### config.mk
export PLATFORM = sky130hd
export DESIGN_NAME = bus_arbiter_rr
export DESIGN_NICKNAME = d
export VERILOG_FILES = /design/src/rtl/bus_arb_pkg.sv /design/src/rtl/rr_priority_pick.sv /design/src/rtl/bus_arbiter_rr.sv
export SDC_FILE = /design/constraint.sdc
export NUM_CORES = 1
export LEC_CHECK = 0
export BUFFER_PORTS_ARGS = -buffer_cell sky130_fd_sc_hd__clkbuf_2
export CORE_ASPECT_RATIO = 1.4
export CORE_MARGIN = 2
export CORE_UTILIZATION = 49
export DETAILED_ROUTE_END_ITERATION = 12
export PLACE_DENSITY = 0.78
export SKIP_CTS_REPAIR_TIMING = 1
export SYNTH_ARGS = -nofsm -noshare
export SYNTH_HDL_FRONTEND = slang
export SYNTH_SLANG_ARGS = --single-unit
export TNS_END_PERCENT = 30
### constraint.sdc
create_clock -name clk -period 3.33 [get_ports clk]
set_input_delay 0.4995 -clock clk [delete_from_list [all_inputs] [get_ports clk]]
set_output_delay 0.4995 -clock clk [all_outputs]
set_load 0.005 [all_outputs]
### src/rtl/bus_arb_pkg.sv
// Shared types, defaults and helpers for the system bus arbiter family.
// Future interrupt/DMA arbiters import this too.
package bus_arb_pkg;

    localparam int DEF_NUM_REQ  = 5;
    localparam int DEF_ID_WIDTH = 3;
    localparam int MAX_REQ      = 8;

    typedef enum logic [1:0] {
        IDLE    = 2'd0,
        OWN     = 2'd1,
        RELEASE = 2'd2
    } arb_state_t;

    // OR-reduction form keeps this a flat encoder; an all-zero input yields index 0.
    function automatic logic [DEF_ID_WIDTH-1:0] onehot_to_idx(input logic [MAX_REQ-1:0] oh);
        logic [DEF_ID_WIDTH-1:0] idx;
        idx = '0;
        for (int i = 0; i < MAX_REQ; i++) begin
            if (oh[i]) begin
                idx = idx | DEF_ID_WIDTH'(i);
            end
        end
        return idx;
    endfunction

endpackage

### src/rtl/rr_priority_pick.sv
// Combinational rotating-priority picker: first asserted request at or above ptr, wrapping.
// Kept free of state so other arbiters can reuse it with their own pointer policy.
module rr_priority_pick
    import bus_arb_pkg::*;
#(
    parameter int NUM_REQ  = DEF_NUM_REQ,
    parameter int ID_WIDTH = DEF_ID_WIDTH
) (
    input  logic [NUM_REQ-1:0]  req_i,
    input  logic [ID_WIDTH-1:0] ptr_i,
    output logic [NUM_REQ-1:0]  winner_o,
    output logic [ID_WIDTH-1:0] winner_idx_o,
    output logic                any_req_o
);

    // One spare bit so ptr + offset cannot overflow before the wrap at NUM_REQ = 8.
    localparam int SUM_W = ID_WIDTH + 1;

    logic [SUM_W-1:0] cand;
    logic             found;

    always_comb begin
        winner_o     = '0;
        winner_idx_o = '0;
        found        = 1'b0;
        cand         = '0;
        for (int k = 0; k < NUM_REQ; k++) begin
            cand = {1'b0, ptr_i} + SUM_W'(k);
            if (cand >= SUM_W'(NUM_REQ)) begin
                cand = cand - SUM_W'(NUM_REQ);
            end
            for (int j = 0; j < NUM_REQ; j++) begin
                if (!found && req_i[j] && (cand == SUM_W'(j))) begin
                    found        = 1'b1;
                    winner_o[j]  = 1'b1;
                    winner_idx_o = ID_WIDTH'(j);
                end
            end
        end
    end

    assign any_req_o = |req_i;

endmodule

### src/rtl/bus_arbiter_rr.sv
// Round-robin, transaction-holding system bus arbiter with an ownership watchdog.
// A granted master keeps the bus until it drops its request or the watchdog revokes it.
module bus_arbiter_rr
    import bus_arb_pkg::*;
#(
    parameter int NUM_REQ        = DEF_NUM_REQ,
    parameter int TIMEOUT_CYCLES = 1024,
    parameter int ID_WIDTH       = DEF_ID_WIDTH
) (
    input  logic                clk,
    input  logic                reset,
    input  logic [NUM_REQ-1:0]  bus_reqcyc,
    input  logic                bus_busy,
    output logic [NUM_REQ-1:0]  bus_grant,
    output logic                grant_valid,
    output logic [ID_WIDTH-1:0] grant_id,
    output logic                timeout_err,
    output logic [ID_WIDTH-1:0] timeout_id
);

    localparam int                SUM_W     = ID_WIDTH + 1;
    localparam int                WDOG_W    = $clog2(TIMEOUT_CYCLES);
    localparam logic [WDOG_W-1:0] WDOG_LAST = WDOG_W'(TIMEOUT_CYCLES - 1);

    arb_state_t          state_q, state_d;
    logic [NUM_REQ-1:0]  grant_q, grant_d;
    logic [ID_WIDTH-1:0] ptr_q, ptr_d;
    logic [WDOG_W-1:0]   wdog_q, wdog_d;
    logic                terr_q, terr_d;
    logic [ID_WIDTH-1:0] tid_q, tid_d;

    logic [NUM_REQ-1:0]  pick_oh;
    logic [ID_WIDTH-1:0] pick_idx;
    logic                pick_any;
    logic [SUM_W-1:0]    ptr_next;
    logic [ID_WIDTH-1:0] owner_idx;
    logic                owner_req;

    rr_priority_pick #(
        .NUM_REQ  (NUM_REQ),
        .ID_WIDTH (ID_WIDTH)
    ) u_pick (
        .req_i        (bus_reqcyc),
        .ptr_i        (ptr_q),
        .winner_o     (pick_oh),
        .winner_idx_o (pick_idx),
        .any_req_o    (pick_any)
    );

    assign owner_idx = ID_WIDTH'(onehot_to_idx(MAX_REQ'(grant_q)));
    assign owner_req = |(bus_reqcyc & grant_q);

    // Grant, watchdog and pointer policy. A request drop is tested before the
    // watchdog so a master finishing on its last allowed cycle is not flagged.
    always_comb begin
        state_d  = state_q;
        grant_d  = grant_q;
        ptr_d    = ptr_q;
        wdog_d   = wdog_q;
        terr_d   = 1'b0;
        tid_d    = tid_q;
        ptr_next = {1'b0, pick_idx} + SUM_W'(1);
        if (ptr_next == SUM_W'(NUM_REQ)) begin
            ptr_next = '0;
        end
        case (state_q)
            IDLE: begin
                if (!bus_busy && pick_any) begin
                    grant_d = pick_oh;
                    ptr_d   = ptr_next[ID_WIDTH-1:0];
                    wdog_d  = '0;
                    state_d = OWN;
                end
            end
            OWN: begin
                if (!owner_req) begin
                    grant_d = '0;
                    state_d = RELEASE;
                end else if (wdog_q == WDOG_LAST) begin
                    grant_d = '0;
                    terr_d  = 1'b1;
                    tid_d   = owner_idx;
                    state_d = RELEASE;
                end else begin
                    wdog_d = wdog_q + 1'b1;
                end
            end
            RELEASE: begin
                state_d = IDLE;
            end
            default: begin
                grant_d = '0;
                state_d = IDLE;
            end
        endcase
    end

    always_ff @(posedge clk) begin
        if (reset) begin
            state_q <= IDLE;
            grant_q <= '0;
            ptr_q   <= '0;
            wdog_q  <= '0;
            terr_q  <= 1'b0;
            tid_q   <= '0;
        end else begin
            state_q <= state_d;
            grant_q <= grant_d;
            ptr_q   <= ptr_d;
            wdog_q  <= wdog_d;
            terr_q  <= terr_d;
            tid_q   <= tid_d;
        end
    end

    assign bus_grant   = grant_q;
    assign grant_valid = |grant_q;
    assign grant_id    = owner_idx;
    assign timeout_err = terr_q;
    assign timeout_id  = tid_q;

endmodule

==> run_results.csv, run 1 <==
group,metric,value,unit
run_status,outcome,"complete, but fails checks",
run_status,violations,"negative setup slack",
cts,cts.sinks,24,
logic_synthesis,synthArstFlopShare,0,%
critical_path,crit_arrival,3.60,ns
cts,clkTransAtPathRegs,0.08,ns
detailed_routing,dr.pass1.iters,4,
timing,timing.fmax,0.2922,GHz
logic_synthesis,yosys.area.top_type,"dfxtp_1",
logic_synthesis,ys_top_cells_by_area,"dfxtp_1 (19%), ha_1 (7.8%), mux2i_1 (5.0%)",
critical_path,criticalPathCategory,"reg2reg",
power,ir_drop,0.4587,mV
logic_synthesis,netlist_instances,325,
critical_path,end_kind,"flip-flop",
cts,tritoncts,"done",
floorplan,core-area,0.005120,mm2
cts,clk-insertion-delay-late,0.27,ns
critical_path,cp_max_fo,6,
timing,fin_ws,-0.09247,ns
worst_hold_path,holdCritPathClass,"reg2reg",
logic_synthesis,yosysTopAreaCellShare,18.61,%
grt,grt_start_max_net_pins,19,
floorplan,io_pins,21,
logic_synthesis,synth_nets,350,
grt,grtUsageMet3,2.879,%
detailed_routing,drtIter0Drc,217,
timing,hold_viol,0,
logic_synthesis,synth_edf_count,0,
timing,clock_skew,0.005609,ns
power,p_total,3.158,mW
power,leakagePower,1.296,nW
timing,period_minus_slack,3.422,ns
detailed_routing,wl,7416,um
cells_and_area,fill_cells,461,
timing,relSlewSlack,62.70,%
cells_and_area,nNetsFinal,397,
cts,numCtsBuffers,3,
cts,clockBufferDepth,2,
critical_path,r2r_cells,14,
detailed_routing,wl_per_cell,16.97,um
floorplan,row_count,31,
grt,grtUsageMet2,47.19,%
grt,antenna_found_initial,0,
detailed_routing,vias,2726,
grt,gr-total-overflow,0,
power,pwr_density_cell,1009,mW/mm2
placed_design,dp_hpwl,5807,um
grt,use_met1,28.24,%
timing,slew_violations,0,
cells_and_area,final_layout_size_suffix_gt1_share,28.84,%
logic_synthesis,ys_seq_area_share,18.61,%
logic_synthesis,synth-warning-count,0,
timing,min_period_over_period,102.8,%
worst_hold_path,worstHoldPathCells,2,
critical_path,cp.required,3.51,ns
timing,rsz0062_at_grt,"yes",
placed_design,place_ws,-0.06497,ns
detailed_routing,drc,0,
detailed_routing,antenna_left,0,
flow_run,maxCapViolCount,0,
timing,setup_viol,2,
logic_synthesis,synth_cell_types,83,
floorplan,die_w,65.34,um
floorplan,die_h,89.88,um
timing,worst_pin_slew,0.5536,ns
floorplan,start_util,50.42,%
logic_synthesis,synth_seq_cells,24,
grt,grt_pass1_vias,2795,
critical_path,startpoint_type,"flip-flop",
grt,grtUsageTotal,26.16,%
cts,cts-root-buf,"clkbuf_8",
cells_and_area,area_growth,21.23,%
grt,grt_pass1_wl,12420,um
cells_and_area,diodes,0,
floorplan,die-area,0.005872,mm2
placed_design,portBuffers,20,
cts,htree_levels,1,
placed_design,routabilityCongestion,1.041,
logic_synthesis,synth_area,0.002581,mm2
grt,busiest_layer,"met2",
logic_synthesis,synthFlopType,"dfxtp_1",
logic_synthesis,synth_area_per_cell,7.942,um2
detailed_routing,vias_per_cell,6.238,
==> worst max-delay path: stages (launching register included) <==
cell and delay [ns]:
dfxtp_2 0.36, inv_8 0.07, ha_4 0.13, inv_1 0.06
fa_2 0.41, a21oi_4 0.25, or3_1 0.23, nand4_1 0.18
o32a_1 0.39, o31ai_1 0.34, a31o_2 0.23, nor2_1 0.07
ha_2 0.19, and3_1 0.18, o32ai_2 0.25
==> flip-flops by register name, summed over array words and instances, names as in the netlist <==
register / flops
bus_grant: 5
timeout_err: 1
ptr_q: 3
wdog_q: 10
timeout_id: 3
state_q: 2
==> through the flow <==
stage          utilization (%)  cells   TNS, ns  area (um2)  hold WS, ns
5_1_grt                  61.12    437   -0.7077        3129       0.4925
3_5_place_dp             59.43    433  -0.07642        3043       0.4751
2_1_floorplan                -    325         0        2673       0.4493
4_1_cts                  60.83    437   -0.1118        3114       0.4876
6_report                 61.12    437   -0.1691        3129       0.5056
3_3_place_gp             59.43    433  -0.01565        3043       0.4663
==> cell usage in the layout (no fill, tap or decap), types with 6 or more instances in the layout <==
master	n
buf_4	38
dfxtp_1	22
nor2_1	27
nand3_1	8
nand2b_1	7
o21ai_0	16
inv_1	15
nor3_1	9
nand4_1	8
ha_1	11
a21oi_1	12
o211ai_1	6
mux2i_1	13
nand2_1	27
clkbuf_2	20
==> kinds of logic (layout without fill, tap and decap cells) <==
kind of cell / count (synthesis) / count (layout) / synth area share [%]
AO/OA/AOI/OAI: 92 / 92 / 28.36
flip-flops: 24 / 24 / 18.61
multiplexers: 14 / 14 / 5.477
AND/OR/NAND/NOR: 135 / 135 / 28.99
adder cells (fa/ha/maj): 17 / 17 / 8.531
buffers and inverters: 34 / 80 / 6.980
XOR/XNOR: 9 / 9 / 3.054
==> cell usage after synthesis, types with 3 or more instances <==
cell       n
nand4_1    8
nand2b_1   7
xnor2_1    5
and3_1     5
a31oi_1    3
o211ai_1   6
or2_1      4
xor2_1     4
o21a_1     4
o31ai_1    3
a21o_1     3
or3_1      4
nand4b_1   4
inv_1     15
mux2i_1   13
nand2_1   27
o21ai_0   18
clkbuf_1   4
buf_6      5
nor3_1     9
or2_2      7
nand3_1    8
dfxtp_1   24
nor4_1     3
buf_2      6
ha_1      16
nor2_1    27
a21oi_1   12
==> final timing paths <==
check,from,slack [ns],to
worst max-delay path,ptr_q[0],-0.09,ptr_q[0]
worst min register to register,wdog_q[1],0.51,wdog_q[1]
worst min-delay path,wdog_q[1],0.51,wdog_q[1]
worst max register to register,ptr_q[0],-0.09,ptr_q[0]
==> metal layers <==
metal	up-vias	share of wire, %
met3	38	4.6
met1	1284	38
met4	0	4.8
met5	-	0
met2	103	53
li1	1301	-
==> cell type report <==
type                            count  area, um2  area share (%)
Sequential cell                    24      483.0           15.43
Inverter                           17      71.32           2.279
Tap cell                           66      82.58           2.639
Clock buffer                        3      41.29           1.319
Timing Repair Buffer               59      405.4           12.95
Clock inverter                      1      30.03          0.9596
Multi-Input combinational cell    267       2016           64.41
==> report_power, final <==
part / switching (mW) / total (mW) / leakage (nW) / internal, mW
Clock: 0.0922 / 0.253 / 0.0357 / 0.161
Sequential: 0.0351 / 0.352 / 0.195 / 0.316
Combinational: 1.35 / 2.55 / 1.07 / 1.20
Total: 1.48 / 3.16 / 1.30 / 1.68
Note: power is estimated with default switching activity, not from simulation.
==> run 2: changes to the inputs <==
--- a/config.mk
+++ b/config.mk
@@ -6,7 +6,7 @@
 export NUM_CORES = 1
 export LEC_CHECK = 0
 export BUFFER_PORTS_ARGS = -buffer_cell sky130_fd_sc_hd__clkbuf_2
-export CORE_ASPECT_RATIO = 1.4
+export CORE_ASPECT_RATIO = 1.25
 export CORE_MARGIN = 2
 export CORE_UTILIZATION = 49
 export DETAILED_ROUTE_END_ITERATION = 12
==> run 2 against run 1 <==
The flow still finishes with violations (negative setup slack). Final cell count decreased by 0.46%. Sequential share of layout area decreased by 0.15 points. Worst hold slack got worse by 0.018 ns. Clock skew decreased by 0.0042 ns. Design area increased by 1.0%. Via count decreased by 1.5%. Combinational power increased by 2%. Fmax decreased by 0.15%. Sequential cell count unchanged. Non-clock buffer count increased by 2. Sequential power about the same. Critical path depth increased by 1. Critical endpoint unchanged. Largest cell class unchanged. Largest power group unchanged. Highest routed layer unchanged.
==> run_results.csv, run 2 (synthesis results as in run 1) <==
group,metric,value,unit
grt,grt_pass1_vias,2646,
floorplan,io_pins,21,
timing,rsz0062_at_grt,"yes",
cts,numCtsBuffers,3,
grt,use_met1,29.39,%
cells_and_area,final_layout_size_suffix_gt1_share,28.95,%
run_status,violations,"negative setup slack",
grt,grtUsageTotal,25.71,%
cts,cts-root-buf,"clkbuf_8",
timing,fin_ws,-0.09761,ns
grt,busiest_layer,"met2",
critical_path,cp_max_fo,6,
timing,setup_viol,2,
detailed_routing,vias_per_cell,6.170,
grt,grt_pass1_wl,11770,um
run_status,outcome,"complete, but fails checks",
timing,min_period_over_period,102.9,%
cts,clkTransAtPathRegs,0.08,ns
flow_run,maxCapViolCount,0,
cts,htree_levels,1,
timing,worst_pin_slew,0.5412,ns
power,pwr_density_cell,1016,mW/mm2
timing,relSlewSlack,63.54,%
worst_hold_path,holdCritPathClass,"reg2reg",
grt,grt_start_max_net_pins,20,
floorplan,core-area,0.005080,mm2
power,p_total,3.212,mW
detailed_routing,antenna_left,0,
critical_path,cp.required,3.50,ns
detailed_routing,wl,7225,um
floorplan,die_w,68.92,um
floorplan,die-area,0.005868,mm2
detailed_routing,drc,0,
timing,slew_violations,0,
cells_and_area,nNetsFinal,399,
cells_and_area,seq_area,483.0,um2
cells_and_area,multiInputGateArea,0.002024,mm2
cells_and_area,fill_cells,451,
critical_path,crit_arrival,3.60,ns
cells_and_area,final_cell_mix,"buf_4 (39), nand2_1 (27), nor2_1 (27), dfxtp_1 (22), clkbuf_2 (20)",
critical_path,r2r_cells,15,
detailed_routing,drtIter0Drc,170,
power,leakagePower,1.324,nW
timing,timing.fmax,0.2917,GHz
detailed_routing,vias,2684,
timing,period_minus_slack,3.428,ns
timing,setup_tns,-0.1939,ns
critical_path,end_kind,"flip-flop",
grt,grtUsageMet2,46.77,%
placed_design,portBuffers,20,
timing,clock_skew,0.001403,ns
cts,clockBufferDepth,2,
power,ir_drop,0.6587,mV
grt,grtUsageMet3,1.592,%
placed_design,routabilityCongestion,1.014,
cts,clk-insertion-delay-late,0.26,ns
worst_hold_path,worstHoldPathCells,2,
timing,hold_viol,0,
cells_and_area,final_common_cell,"buf_4",
cells_and_area,largest_reg_flops,10,
cts,cts.sinks,24,
grt,gr-total-overflow,0,
cells_and_area,regMostFlops,"wdog_q",
critical_path,criticalPathCategory,"reg2reg",
placed_design,dp_hpwl,5738,um
cells_and_area,area_growth,22.44,%
cells_and_area,diodes,0,
floorplan,row_count,29,
detailed_routing,dr.pass1.iters,4,
grt,antenna_found_initial,0,
detailed_routing,wl_per_cell,16.61,um
floorplan,start_util,50.81,%
critical_path,startpoint_type,"flip-flop",
floorplan,die_h,85.15,um
cts,tritoncts,"done",
==> run 2: worst max-delay path: stages, from the launching register on <==
cell and delay (ns):
dfxtp_2 0.36, inv_8 0.07, ha_4 0.12, inv_1 0.06
fa_2 0.41, a21oi_4 0.25, mux2i_1 0.23, nand4_1 0.19
o211ai_1 0.34, nor3_1 0.09, o21ai_1 0.23, o311ai_4 0.15
or2_4 0.26, ha_4 0.17, and3_1 0.15, o32ai_2 0.24
==> run 2: worst paths after layout <==
kind	start	to	slack, ns
max	ptr_q[0]	ptr_q[0]	-0.1
min	wdog_q[1]	wdog_q[1]	0.49
max reg2reg	ptr_q[0]	ptr_q[0]	-0.1
min reg2reg	wdog_q[1]	wdog_q[1]	0.49
==> run 2: layer usage <==
layer  wire length, um  up-vias  part of all wire [%]
met5                 0        -                     0
met4               301        0                   4.2
met3               256       24                   3.5
met2              3757       78                    52
met1              2909     1277                    40
li1                  -     1305                     -
==> run 2: cell type report <==
cell class              count  area share (%)
clock buffers               3           1.306
multi-input cells         267           64.05
flip-flops and latches     24           15.28
inverters                  17           2.257
clock inverters             1          0.9501
well taps                  62           2.454
repair buffers             61           13.70
==> run 2: where the power goes <==
| group | internal, mW | switching [mW] |
|---|---|---|
| Sequential | 0.316 | 0.0364 |
| Clock | 0.161 | 0.0864 |
| Combinational | 1.24 | 1.37 |
==> run 2: through the flow <==
step | cells | hold slack (ns) | instance area (um2) | utilization, % | setup WS [ns]
after floorplan | 325 | 0.4493 | 2673 | - | 0.004880
after global placement | 430 | 0.4683 | 3058 | 60.20 | 0.03182
after detailed placement | 430 | 0.4789 | 3058 | 60.20 | -0.07337
after CTS | 434 | 0.4908 | 3129 | 61.60 | -0.1109
after global routing | 435 | 0.5004 | 3161 | 62.22 | -0.2814
final | 435 | 0.4872 | 3161 | 62.22 | -0.09761
==> run 3: changes to the inputs <==
--- a/config.mk
+++ b/config.mk
@@ -11,6 +11,7 @@
 export CORE_UTILIZATION = 49
 export DETAILED_ROUTE_END_ITERATION = 12
 export PLACE_DENSITY = 0.78
+export SETUP_SLACK_MARGIN = 0.4
 export SKIP_CTS_REPAIR_TIMING = 1
 export SYNTH_ARGS = -nofsm -noshare
 export SYNTH_HDL_FRONTEND = slang
==> run 3 against run 2 <==
The flow still finishes with violations (negative setup slack). Sequential share of layout area barely moved. Routed wire length rose by 1.3%. Global-route usage is 0.72 points lower. Clock power decreased by 32%. Fmax down 1.0%. Worst setup slack worse by 0.035 ns. Worst hold slack lost 0.0054 ns. Critical path type unchanged. Design area grew 1.3%. Register-to-register slack got worse by 0.04 ns.
==> run_results.csv, run 3 (synthesis results as in run 1) <==
group,metric,value,unit
critical_path,r2r-end,"ptr_q[2]",
power,seq_power_share,11.1,%
critical_path,startpoint_type,"flip-flop",
grt,grt_pass1_vias,2509,
grt,gr-total-overflow,0,
cells_and_area,diodes,0,
power,p_comb_share,83.8,%
cells_and_area,final_common_cell,"buf_4",
critical_path,r2r_cells,17,
cells_and_area,nNetsFinal,408,
placed_design,routabilityCongestion,1.049,
cells_and_area,final_layout_size_suffix_gt1_share,31.94,%
floorplan,row_count,29,
critical_path,cp.required,3.50,ns
detailed_routing,antenna_left,0,
timing,setup_tns,-0.2638,ns
critical_path,cp_max_fo,7,
cells_and_area,seq_area,488.0,um2
floorplan,die-area,0.005868,mm2
cells_and_area,final_cell_mix,"buf_4 (50), nand2_1 (27), nor2_1 (27), dfxtp_1 (22), clkbuf_2 (20)",
cts,numCtsBuffers,3,
timing,rsz0062_at_grt,"yes",
critical_path,max_stage_delay,0.38,ns
worst_hold_path,holdCritPathClass,"reg2reg",
detailed_routing,wl,7319,um
power,ir_drop,0.6305,mV
power,p_int,1.739,mW
cts,cts-root-buf,"clkbuf_8",
timing,fin_ws,-0.1327,ns
grt,grt_pass1_wl,11360,um
cts,cts.sinks,24,
critical_path,cp-startpoint,"ptr_q[0]",
cells_and_area,regMostFlops,"wdog_q",
cts,clockBufferDepth,2,
cells_and_area,multiInputGateArea,0.002046,mm2
power,p_total,3.271,mW
critical_path,crit_end,"ptr_q[2]",
run_status,outcome,"complete, but fails checks",
power,pwr_density_cell,1021,mW/mm2
power,clock_power_share,5.1,%
cells_and_area,utilization,63.05,%
placed_design,dp_cells,437,
timing,timing.fmax,0.2888,GHz
timing,min_period_over_period,104.0,%
detailed_routing,wl_per_cell,16.48,um
floorplan,io_pins,21,
placed_design,portBuffers,20,
cells_and_area,largest_reg_flops,10,
cts,htree_levels,1,
critical_path,end_kind,"flip-flop",
cells_and_area,area_growth,24.09,%
placed_design,dp_hpwl,5766,um
timing,setup_viol,2,
timing,clock_skew,0.003920,ns
detailed_routing,drtIter0Drc,214,
placed_design,place_ws,-0.05703,ns
detailed_routing,vias,2733,
floorplan,die_h,85.15,um
grt,grt_start_max_net_pins,27,
cts,clk-insertion-delay-late,0.26,ns
grt,grtUsageTotal,24.99,%
detailed_routing,dr.pass1.iters,5,
timing,period_minus_slack,3.463,ns
critical_path,reg2reg_from,"ptr_q[0]",
cts,tritoncts,"done",
power,swShare,46.84,%
timing,hold_viol,0,
floorplan,start_util,50.81,%
timing,relSlewSlack,58.29,%
run_status,violations,"negative setup slack",
critical_path,crit_arrival,3.63,ns
cts,clkTransAtPathRegs,0.08,ns
critical_path,criticalPathCategory,"reg2reg",
detailed_routing,drc,0,
floorplan,core-area,0.005080,mm2
detailed_routing,vias_per_cell,6.155,
flow_run,maxCapViolCount,0,
critical_path,crit_slowest_cell,"dfxtp_4",
cells_and_area,fill_cells,452,
floorplan,die_w,68.92,um
critical_path,cp_cell_sequence,"inv_8 -> ha_4 -> inv_2 -> fa_2 -> a21oi_4 -> buf_4 -> mux2i_1 -> o2111ai_1 -> o211ai_1 -> buf_4 -> nor3_2 -> o21ai_1 -> o311ai_4 -> or2_4 -> ha_4 -> xor2_2 -> o41ai_2",
timing,slew_violations,0,
power,p_sw,1.532,mW
cells_and_area,layoutNonFillerInstCount,444,
power,leakagePower,1.344,nW
grt,antenna_found_initial,0,
critical_path,r2r_slack,-0.13,ns
timing,worst_pin_slew,0.6191,ns
## run 3: cell types whose count changed in the layout (fill, tap and decap cells not counted), sizes merged
cell,delta
buf,+9
clkinv,+1
bufinv,-1
## run 3: layout make-up
| type | count | area share, % |
|---|---|---|
| sequential | 24 | 15.23 |
| inverter | 17 | 2.227 |
| clock inverter | 1 | 0.1172 |
| tap | 62 | 2.422 |
| clock buffer | 3 | 1.289 |
| timing repair buffer | 70 | 14.84 |
| multi-input combinational | 267 | 63.87 |
## run 3: routing by layer
metal | track usage, % | up-vias | share of wire, %
li1 | - | 1326 | -
met1 | 28.97 | 1285 | 40
met2 | 47.12 | 99 | 53
met3 | 0.9284 | 23 | 3.6
met4 | 8.200 | 0 | 3.6
met5 | 0 | - | 0
## run 3: stage by stage
step / area, um2 / hold slack (ns)
floorplan: 2691 / 0.4493
global placement: 3100 / 0.4674
detailed placement: 3100 / 0.4729
CTS: 3146 / 0.4836
global route: 3203 / 0.5144
finish: 3203 / 0.4818
## run 3: worst min-delay path by stage
| stage | to | cells after the start | slack (ns) | start |
|---|---|---|---|---|
| 2_1_floorplan | wdog_q[1] | 2 | 0.45 | wdog_q[1] |
| 3_3_place_gp | wdog_q[1] | 2 | 0.47 | wdog_q[1] |
| 3_5_place_dp | wdog_q[1] | 2 | 0.47 | wdog_q[1] |
| 4_1_cts | wdog_q[1] | 2 | 0.48 | wdog_q[1] |
| 5_1_grt | wdog_q[1] | 2 | 0.51 | wdog_q[1] |
| 6_report | wdog_q[1] | 2 | 0.48 | wdog_q[1] |
## run 3: critical path: cells and delay by family (launching register included)
kind / cells / cell delay, ns
simple gates: 2 / 0.33
compound gates: 6 / 1.12
fa+ha+maj: 3 / 0.70
xor+xnor: 1 / 0.18
flops: 1 / 0.38
mux: 1 / 0.22
buf+inv: 4 / 0.45
## run 3: power groups by stage
stage          clock network [mW]  logic [mW]  registers (mW)
2_1_floorplan                   0        1.76           0.372
3_3_place_gp                    0        2.50           0.371
3_5_place_dp                    0        2.56           0.374
4_1_cts                     0.170        2.57           0.368
5_1_grt                     0.178        2.93           0.369
6_report                    0.167        2.74           0.365
